## src/rtl/s4_sdf_butterfly_pkg.sv

```systemverilog
// Shared constants, sample type and half-scale butterfly helpers
// for the FFT stage-4 SDF butterfly.
package s4_sdf_butterfly_pkg;
  localparam int W = 15;
  localparam int FRAC = 14;
  localparam int CNT_W = 5;
  localparam int FRAME_LEN = 8;

  localparam logic [0:0] ST_RUN = 1'b0;
  localparam logic [0:0] ST_DRAIN = 1'b1;

  typedef struct packed {
    logic signed [W-1:0] re;
    logic signed [W-1:0] im;
  } cplx_t;

  function automatic logic signed [W-1:0] half_sum(
    input logic signed [W-1:0] a,
    input logic signed [W-1:0] b
  );
    logic signed [W:0] s;
    s = {a[W-1], a} + {b[W-1], b};
    return W'(s >>> 1);
  endfunction

  function automatic logic signed [W-1:0] half_dif(
    input logic signed [W-1:0] a,
    input logic signed [W-1:0] b
  );
    logic signed [W:0] s;
    s = {a[W-1], a} - {b[W-1], b};
    return W'(s >>> 1);
  endfunction
endpackage

```

## src/rtl/s4_sdf_butterfly_if.sv

```systemverilog
// Sample stream in, butterfly beats plus twiddle index out.
// master drives samples and flush; slave is the butterfly.
interface s4_sdf_butterfly_if;
  import s4_sdf_butterfly_pkg::*;

  logic                in_valid;
  logic                in_ready;
  logic signed [W-1:0] in_real;
  logic signed [W-1:0] in_imag;
  logic                flush;
  logic                out_valid;
  logic signed [W-1:0] out_real;
  logic signed [W-1:0] out_imag;
  logic [CNT_W-1:0]    counter;

  modport master (
    output in_valid, in_real, in_imag, flush,
    input  in_ready, out_valid, out_real, out_imag, counter
  );

  modport slave (
    input  in_valid, in_real, in_imag, flush,
    output in_ready, out_valid, out_real, out_imag, counter
  );
endinterface

```

## src/rtl/s4_sdf_delay.sv

```systemverilog
// Feedback delay line: DEPTH complex words, head is the oldest.
// Shifting moves every word one step toward the head.
module s4_sdf_delay
  import s4_sdf_butterfly_pkg::*;
#(
  parameter int DEPTH = 2
) (
  input  logic  clk,
  input  logic  rst_n,
  input  logic  shift_i,
  input  cplx_t din_i,
  output cplx_t head_o
);
  cplx_t mem_q [DEPTH];

  always_ff @(posedge clk or negedge rst_n) begin
    if (!rst_n) begin
      for (int i = 0; i < DEPTH; i++) mem_q[i] <= '0;
    end else if (shift_i) begin
      for (int i = 0; i < DEPTH - 1; i++) mem_q[i] <= mem_q[i+1];
      mem_q[DEPTH-1] <= din_i;
    end
  end

  assign head_o = mem_q[0];
endmodule

```

## src/rtl/s4_sdf_butterfly.sv

```systemverilog
// Radix-2 SDF butterfly for FFT stage 4: fill/butterfly phases,
// end-of-stream drain of held differences, registered outputs.
module s4_sdf_butterfly
  import s4_sdf_butterfly_pkg::*;
#(
  parameter int DEPTH = 2
) (
  input  logic clk,
  input  logic rst_n,
  s4_sdf_butterfly_if.slave bus
);
  localparam int PH_W = $clog2(2 * DEPTH);
  localparam int CI_W = $clog2(FRAME_LEN);
  localparam int DC_W = $clog2(DEPTH + 1);
  localparam logic [PH_W-1:0] PH_LAST = PH_W'(2 * DEPTH - 1);
  localparam logic [PH_W-1:0] PH_HALF = PH_W'(DEPTH);
  localparam logic [CI_W-1:0] CI_RST = CI_W'(DEPTH);
  localparam logic [DC_W-1:0] DC_LAST = DC_W'(DEPTH - 1);

  logic [0:0]      state_q, state_d;
  logic [PH_W-1:0] ph_q, ph_d;
  logic            primed_q, primed_d;
  logic            pend_q, pend_d;
  logic [DC_W-1:0] dcnt_q, dcnt_d;
  logic [CI_W-1:0] nxt_q, nxt_d;
  logic [CI_W-1:0] cnt_q, cnt_d;
  logic            ov_q, ov_d;
  cplx_t           out_q, out_d;

  logic  flush_req, drain_go, in_rdy, accept;
  logic  shift, beat, done;
  cplx_t x, head, push, bval;

  s4_sdf_delay #(.DEPTH(DEPTH)) u_delay (
    .clk     (clk),
    .rst_n   (rst_n),
    .shift_i (shift),
    .din_i   (push),
    .head_o  (head)
  );

  assign x         = '{re: bus.in_real, im: bus.in_imag};
  assign flush_req = bus.flush | pend_q;
  assign drain_go  = (state_q == ST_RUN) & flush_req
                   & (ph_q == '0) & primed_q;
  assign in_rdy    = (state_q == ST_RUN) & ~drain_go;
  assign accept    = bus.in_valid & in_rdy;

  always_comb begin
    state_d  = state_q;
    ph_d     = ph_q;
    primed_d = primed_q;
    pend_d   = pend_q;
    dcnt_d   = dcnt_q;
    nxt_d    = nxt_q;
    cnt_d    = cnt_q;
    out_d    = out_q;
    shift    = 1'b0;
    push     = '0;
    beat     = 1'b0;
    bval     = head;
    done     = 1'b0;

    if (state_q == ST_RUN) begin
      pend_d = pend_q | bus.flush;
      if (flush_req && ph_q == '0 && !primed_q) pend_d = 1'b0;
      if (drain_go) begin
        shift = 1'b1;
        beat  = 1'b1;
        if (DEPTH == 1) begin
          done = 1'b1;
        end else begin
          state_d = ST_DRAIN;
          dcnt_d  = DC_W'(1);
        end
      end else if (accept) begin
        shift = 1'b1;
        ph_d  = (ph_q == PH_LAST) ? '0 : ph_q + PH_W'(1);
        if (ph_q < PH_HALF) begin
          push = x;
          beat = primed_q;
        end else begin
          push = '{re: half_dif(head.re, x.re),
                   im: half_dif(head.im, x.im)};
          bval = '{re: half_sum(head.re, x.re),
                   im: half_sum(head.im, x.im)};
          beat = 1'b1;
          if (ph_q == PH_LAST) primed_d = 1'b1;
        end
      end
    end else begin
      shift  = 1'b1;
      beat   = 1'b1;
      dcnt_d = dcnt_q + DC_W'(1);
      if (dcnt_q == DC_LAST) done = 1'b1;
    end

    if (beat) begin
      out_d = bval;
      cnt_d = nxt_q;
      nxt_d = nxt_q + CI_W'(1);
    end else if (state_q == ST_RUN && !primed_q && ph_q == '0) begin
      cnt_d = CI_RST;
    end

    // Stream ended: next stream restarts at the first sum index.
    if (done) begin
      state_d  = ST_RUN;
      ph_d     = '0;
      primed_d = 1'b0;
      pend_d   = 1'b0;
      nxt_d    = CI_RST;
    end

    ov_d = beat;
  end

  always_ff @(posedge clk or negedge rst_n) begin
    if (!rst_n) begin
      state_q  <= ST_RUN;
      ph_q     <= '0;
      primed_q <= 1'b0;
      pend_q   <= 1'b0;
      dcnt_q   <= '0;
      nxt_q    <= CI_RST;
      cnt_q    <= CI_RST;
      ov_q     <= 1'b0;
      out_q    <= '0;
    end else begin
      state_q  <= state_d;
      ph_q     <= ph_d;
      primed_q <= primed_d;
      pend_q   <= pend_d;
      dcnt_q   <= dcnt_d;
      nxt_q    <= nxt_d;
      cnt_q    <= cnt_d;
      ov_q     <= ov_d;
      out_q    <= out_d;
    end
  end

  assign bus.in_ready  = in_rdy;
  assign bus.out_valid = ov_q;
  assign bus.out_real  = out_q.re;
  assign bus.out_imag  = out_q.im;
  assign bus.counter   = CNT_W'(cnt_q);
endmodule

```

## src/flat_wrapper.sv

```systemverilog
// flat-port wrapper written by rule: the top's interface ports become plain ports
module s4_sdf_butterfly_flat import s4_sdf_butterfly_pkg::*;
#(
  parameter int DEPTH = 2
)
  (clk, rst_n, bus_in_valid, bus_in_real, bus_in_imag, bus_flush, bus_in_ready, bus_out_valid, bus_out_real, bus_out_imag, bus_counter);
  s4_sdf_butterfly_if bus_i ();
  input  logic clk;
  input  logic rst_n;
  input wire logic [$bits(bus_i.in_valid)-1:0] bus_in_valid;
  input wire logic [$bits(bus_i.in_real)-1:0] bus_in_real;
  input wire logic [$bits(bus_i.in_imag)-1:0] bus_in_imag;
  input wire logic [$bits(bus_i.flush)-1:0] bus_flush;
  output wire logic [$bits(bus_i.in_ready)-1:0] bus_in_ready;
  output wire logic [$bits(bus_i.out_valid)-1:0] bus_out_valid;
  output wire logic [$bits(bus_i.out_real)-1:0] bus_out_real;
  output wire logic [$bits(bus_i.out_imag)-1:0] bus_out_imag;
  output wire logic [$bits(bus_i.counter)-1:0] bus_counter;
  assign bus_i.in_valid = bus_in_valid;
  assign bus_i.in_real = bus_in_real;
  assign bus_i.in_imag = bus_in_imag;
  assign bus_i.flush = bus_flush;
  assign bus_in_ready = bus_i.in_ready;
  assign bus_out_valid = bus_i.out_valid;
  assign bus_out_real = bus_i.out_real;
  assign bus_out_imag = bus_i.out_imag;
  assign bus_counter = bus_i.counter;
  s4_sdf_butterfly #(.DEPTH(DEPTH)) u_core (.clk(clk), .rst_n(rst_n), .bus(bus_i));
endmodule
```

## config.mk

```make
export PLATFORM = sky130hd
export DESIGN_NAME = s4_sdf_butterfly_flat
export DESIGN_NICKNAME = d
export VERILOG_FILES = /design/src/rtl/s4_sdf_butterfly_pkg.sv /design/src/rtl/s4_sdf_butterfly_if.sv /design/src/rtl/s4_sdf_delay.sv /design/src/rtl/s4_sdf_butterfly.sv /design/src/flat_wrapper.sv
export SDC_FILE = /design/constraint.sdc
export NUM_CORES = 1
export LEC_CHECK = 0
export ABC_CLOCK_PERIOD_IN_PS = 3300
export BUFFER_PORTS_ARGS = -buffer_cell sky130_fd_sc_hd__buf_4
export CORE_MARGIN = 2
export CORE_UTILIZATION = 60
export DETAILED_ROUTE_END_ITERATION = 10
export PLACE_DENSITY = 0.81
export SLEW_MARGIN = 20
export SYNTH_ARGS = -nofsm -noshare
export SYNTH_HDL_FRONTEND = slang
export SYNTH_SLANG_ARGS = --single-unit
```

## constraint.sdc

```tcl
create_clock -name clk -period 3.3 [get_ports clk]
set_clock_uncertainty 0.1 [all_clocks]
set_input_delay 0.825 -clock clk [delete_from_list [all_inputs] [get_ports clk]]
set_output_delay 0.825 -clock clk [all_outputs]
set_load 0.02 [all_outputs]
```

==> PnR_summary.wiki <==
{| class="wikitable"
! Metric !! Value
|-
| Die outline area || 12900 um^2
|-
| Global-route wire length before repair || 30.3 mm
|-
| DIE HEIGHT || roughly 110 um
|-
| Logic pwr share || 54.9%
|-
| Synthesized instance count || 805
|-
| Most frequent cells in the layout || dfrtp_1, buf_4, nor2_1
|-
| Setup-violating endpoint count in the final report || 0
|-
| Wire length after detailed routing || ~18 mm
|-
| Resized cells post-CTS || 0
|-
| Power spent charging and discharging nets || ~3300 uW
|-
| Int Pwr || around 4300 uW
|-
| Final hold violation count || 0
|-
| First element of the critical path || bus_in_imag[0]
|-
| Critical path's slowest cell || o311ai_1
|-
| Time the worst path needs with I/O delays and setup || 2920 ps
|-
| Vias after detailed routing || 6179
|-
| Primary flip-flop cell chosen by synthesis mapping || dfrtp_1
|-
| Max H-tree Level || 3
|-
| Number of buffers created by CTS || 9
|-
| Post-layout net count || 951
|-
| Multi-input logic area || 4160 um^2
|-
| Adder-cell share of the synthesized area || 11.5%
|-
| Distinct cell type count of the synthesized netlist || 76
|-
| Num rows || 40
|-
| Initial antenna violation count || 0
|-
| Number of global-route vias before repair || 6160
|-
| Average wire length per cell after detail routing || 18.4 um
|-
| Maximum number of pins on one net before global-route repair || 53
|-
| Achievable frequency || 0.342 GHz
|-
| Hold/Removal Path Class || in -> async
|-
| Starting Density || a little over 60%
|-
| Critical path launch point type || primary input
|-
| Max transition margin || 66.4%
|-
| Setup TNS || 0 ps
|-
| Delay-heaviest family, CP || compound AO/OA/AOI/OAI gates
|-
| Beginning of the worst register-to-register path || u_core.u_delay.head_o[0]$_DFFE_PN0P_
|-
| Via/cell ratio || 6.15
|-
| Total DRC errors in the routed layout || 0
|-
| Number of clock sinks || 104
|-
| Class of the most critical setup path || in -> reg
|-
| TritonCTS clock tree || yes
|-
| Share of final-layout standard cells stronger than drive strength 1 || 17.2%
|-
| Mux cell area share after synthesis || about 5.2%
|-
| Area of the mapped netlist || 7220 um^2
|-
| Number of inserted filler cells in the final layout || 957
|-
| Number of synthesis warnings || 0
|-
| First-pass iteration count of the detailed router || 4
|-
| Actual transition at the worst max-transition pin || 496 ps
|-
| Critical Path, Cell by Cell || buf_4 -> and2_1 -> fa_1 -> nor2b_1 -> o311ai_1 -> a311o_1 -> a21oi_1 -> a311oi_2 -> xnor2_1 -> o21ai_1
|-
| Arrival time at the worst endpoint || a little over 3000 ps
|-
| Count of maximum capacitance violations || 0
|-
| Layout area overhead || 13.1%
|-
| Total global routing track utilization || 29.8%
|-
| Die Wd || 114 um
|-
| Maximum vdd ir drop || roughly 0.4 mV
|-
| Post-Syn Area per Cell || 8.97 um^2
|-
| Simple-gate share of the synthesized area || about 14%
|-
| Power per cell area || 936 nW/um^2
|-
| Longest Clk Path Bufs || 2
|-
| Unrepaired setup endpoints after global routing || no
|-
| Last weighted congestion value of the routability-driven placer || between 0.9 and 1
|-
| Iteration-0 DRC Markers || 445
|-
| Net Sw Frac || 43.7%
|-
| Leakage || 0.00392 uW
|-
| Register area || 2610 um^2
|-
| Buffers & Inverters on Critical Path || 1
|-
| Maximum fanout encountered on the critical timing path || 4
|-
| Number of antenna-violating nets in the routed design || 0
|-
| Compound-Gate Fraction of Synth Area || 21.7%
|-
| Buffer count from post-CTS setup fixing || 0
|-
| Worst R2R Path Depth || 9
|-
| Largest cells by area after synthesis || dfrtp_1, ha_1, mux2_2, a21oi_1, xnor2_1
|-
| Combinational family with the most area after synthesis || compound AO/OA/AOI/OAI gates
|-
| Dominant cell type by area after synthesis || dfrtp_1
|-
| Number of buffers inserted for hold repair after clock tree synthesis || 0
|-
| Asr flop ratio synth || 100%
|-
| Post-detailed-placement half-perimeter wirelength || between 10 and 15 mm
|-
| Clk network pwr share || ~16%
|-
| Kind of end point of the critical path || register
|-
| Synthesis-stage register bit count || 104
|-
| Number of diodes added for antenna fixing || 0
|-
| Clock root buffer || clkbuf_16
|-
| Post-route core utilization || 68.8%
|-
| Share of the synthesized area in the top cell type || 35.4%
|-
| Reg power frac || 29.3%
|-
| I/O Buffers || 68
|-
| Number of flops mapped to enable cells by yosys || 0
|-
| Clock-pin slew on the worst setup and hold paths || 70 ps
|-
| Final Slew Violations || 0
|-
| Portion of the post-synthesis area used by sequential elements || 36.1%
|-
| Critical Path Stages || 10
|-
| Core Region || 11900 um^2
|-
| Data required time at the worst endpoint || ~3400 ps
|-
| Skew-Pair Late Insertion Delay || 360 ps
|-
| Boundary pin count || 71
|-
| Result of the run || finished clean
|-
| Largest incremental delay on the critical path || 440 ps
|-
| Worst hold slack after final layout || 234 ps
|-
| Most common cell after layout, fill and taps aside || dfrtp_1
|-
| Post-synthesis share of cell area spent on xor and xnor gates || under 10%
|-
| Total global routing overflow || 0
|-
| Ratio of final minimum period to clock period || between 80% and 90%
|}
[sequential cells by signal (all words and copies together) (netlist names)]
| signal | count |
|---|---|
| u_core.pend_q | 1 |
| u_core.nxt_q | 3 |
| u_core.cnt_q | 3 |
| u_core.primed_q | 1 |
| u_core.u_delay.head_o | 30 |
| u_core.ph_q | 2 |
| u_core.state_q | 1 |
| u_core.bus.out_valid | 1 |
| u_core.dcnt_q | 2 |
| u_core.bus.out_imag | 15 |
| u_core.bus.out_real | 15 |
| u_core.u_delay.mem_q | 30 |
[path summary, 6_finish.rpt]
path                                                   endpoint  slack (ps)
hold reg to reg                     u_core.cnt_q[1]$_DFFE_PN1P_         380
setup reg to reg            u_core.bus.out_imag[13]$_DFFE_PN0N_         540
min in group clk                    u_core.cnt_q[1]$_DFFE_PN1P_         380
max in group asynchronous  u_core.u_delay.mem_q[12]$_DFFE_PN0P_        2120
hold / removal               u_core.bus.out_imag[4]$_DFFE_PN0N_         230
setup / recovery            u_core.bus.out_imag[13]$_DFFE_PN0N_         380
[Yosys cell counts (3+ instances only)]
master / n
buf_4: 5
o221ai_1: 3
xor2_1: 11
nor2b_1: 16
nor3_1: 17
mux2i_1: 4
fa_1: 4
mux2_2: 30
and3_1: 8
buf_2: 16
nand2b_1: 9
a21o_1: 6
o211ai_1: 10
xnor2_1: 31
a211oi_1: 13
nand3b_1: 3
nor2_1: 66
o21bai_1: 6
nand2_1: 55
o22ai_1: 10
nor3b_1: 5
nand3_1: 12
or4_1: 3
inv_2: 3
a31oi_1: 10
o21a_1: 7
clkbuf_1: 28
or3_1: 4
o21ai_0: 38
inv_1: 53
a21oi_1: 65
a22oi_1: 10
o31ai_1: 4
ha_1: 60
o21ai_1: 26
dfrtp_1: 102
[power groups by stage]
stage | clock (uW) | combinational [uW] | sequential, uW
6_report | 1210 | 4190 | 2240
5_1_grt | 1280 | 4590 | 2310
4_1_cts | 1230 | 4160 | 2230
3_5_place_dp | 0 | 4130 | 2250
3_3_place_gp | 0 | 4000 | 2210
2_1_floorplan | 0 | 2920 | 2300
[final cells by class]
class / count / area share [%]
Inverter: 56 / 2.57
Tap cell: 147 / 2.25
Multi-Input combinational cell: 594 / 50.9
Clock buffer: 14 / 3.36
Sequential cell: 104 / 31.9
Clock inverter: 2 / 0.736
Timing Repair Buffer: 88 / 8.24
[through the flow]
stage	instances	power, uW	cell area, um^2	setup slack [ps]
floorplan	806	5230	7220	291
global placement	989	6210	7830	95.9
detailed placement	989	6380	7830	33.4
CTS	1005	7620	8170	405
global route	1005	8180	8170	305
finish	1005	7640	8170	376
[routing by layer]
layer,GRT usage (%),part of all wire [%],vias up
li1,-,-,2940
met5,0,0,-
met2,50.1,49,197
met3,4.04,5.5,51
met4,14.1,3.0,0
met1,38.4,43,2991
[worst register-to-register path, delay by kind of cell (launching register included)]
family / cells / cell delay [ps]
compound gates: 5 / 1230
fa+ha+maj: 1 / 390
xor+xnor: 1 / 160
flops: 1 / 410
simple gates: 2 / 340
[logic make-up (layout without fill, tap and decap cells)]
logic type / Yosys count / count (layout)
compound gates: 241 / 241
buf+inv: 108 / 160
mux: 34 / 34
xor+xnor: 42 / 42
flops: 104 / 104
simple gates: 211 / 211
fa+ha+maj: 64 / 64
other cells: 1 / 2
(Power assumes the default switching activity.)
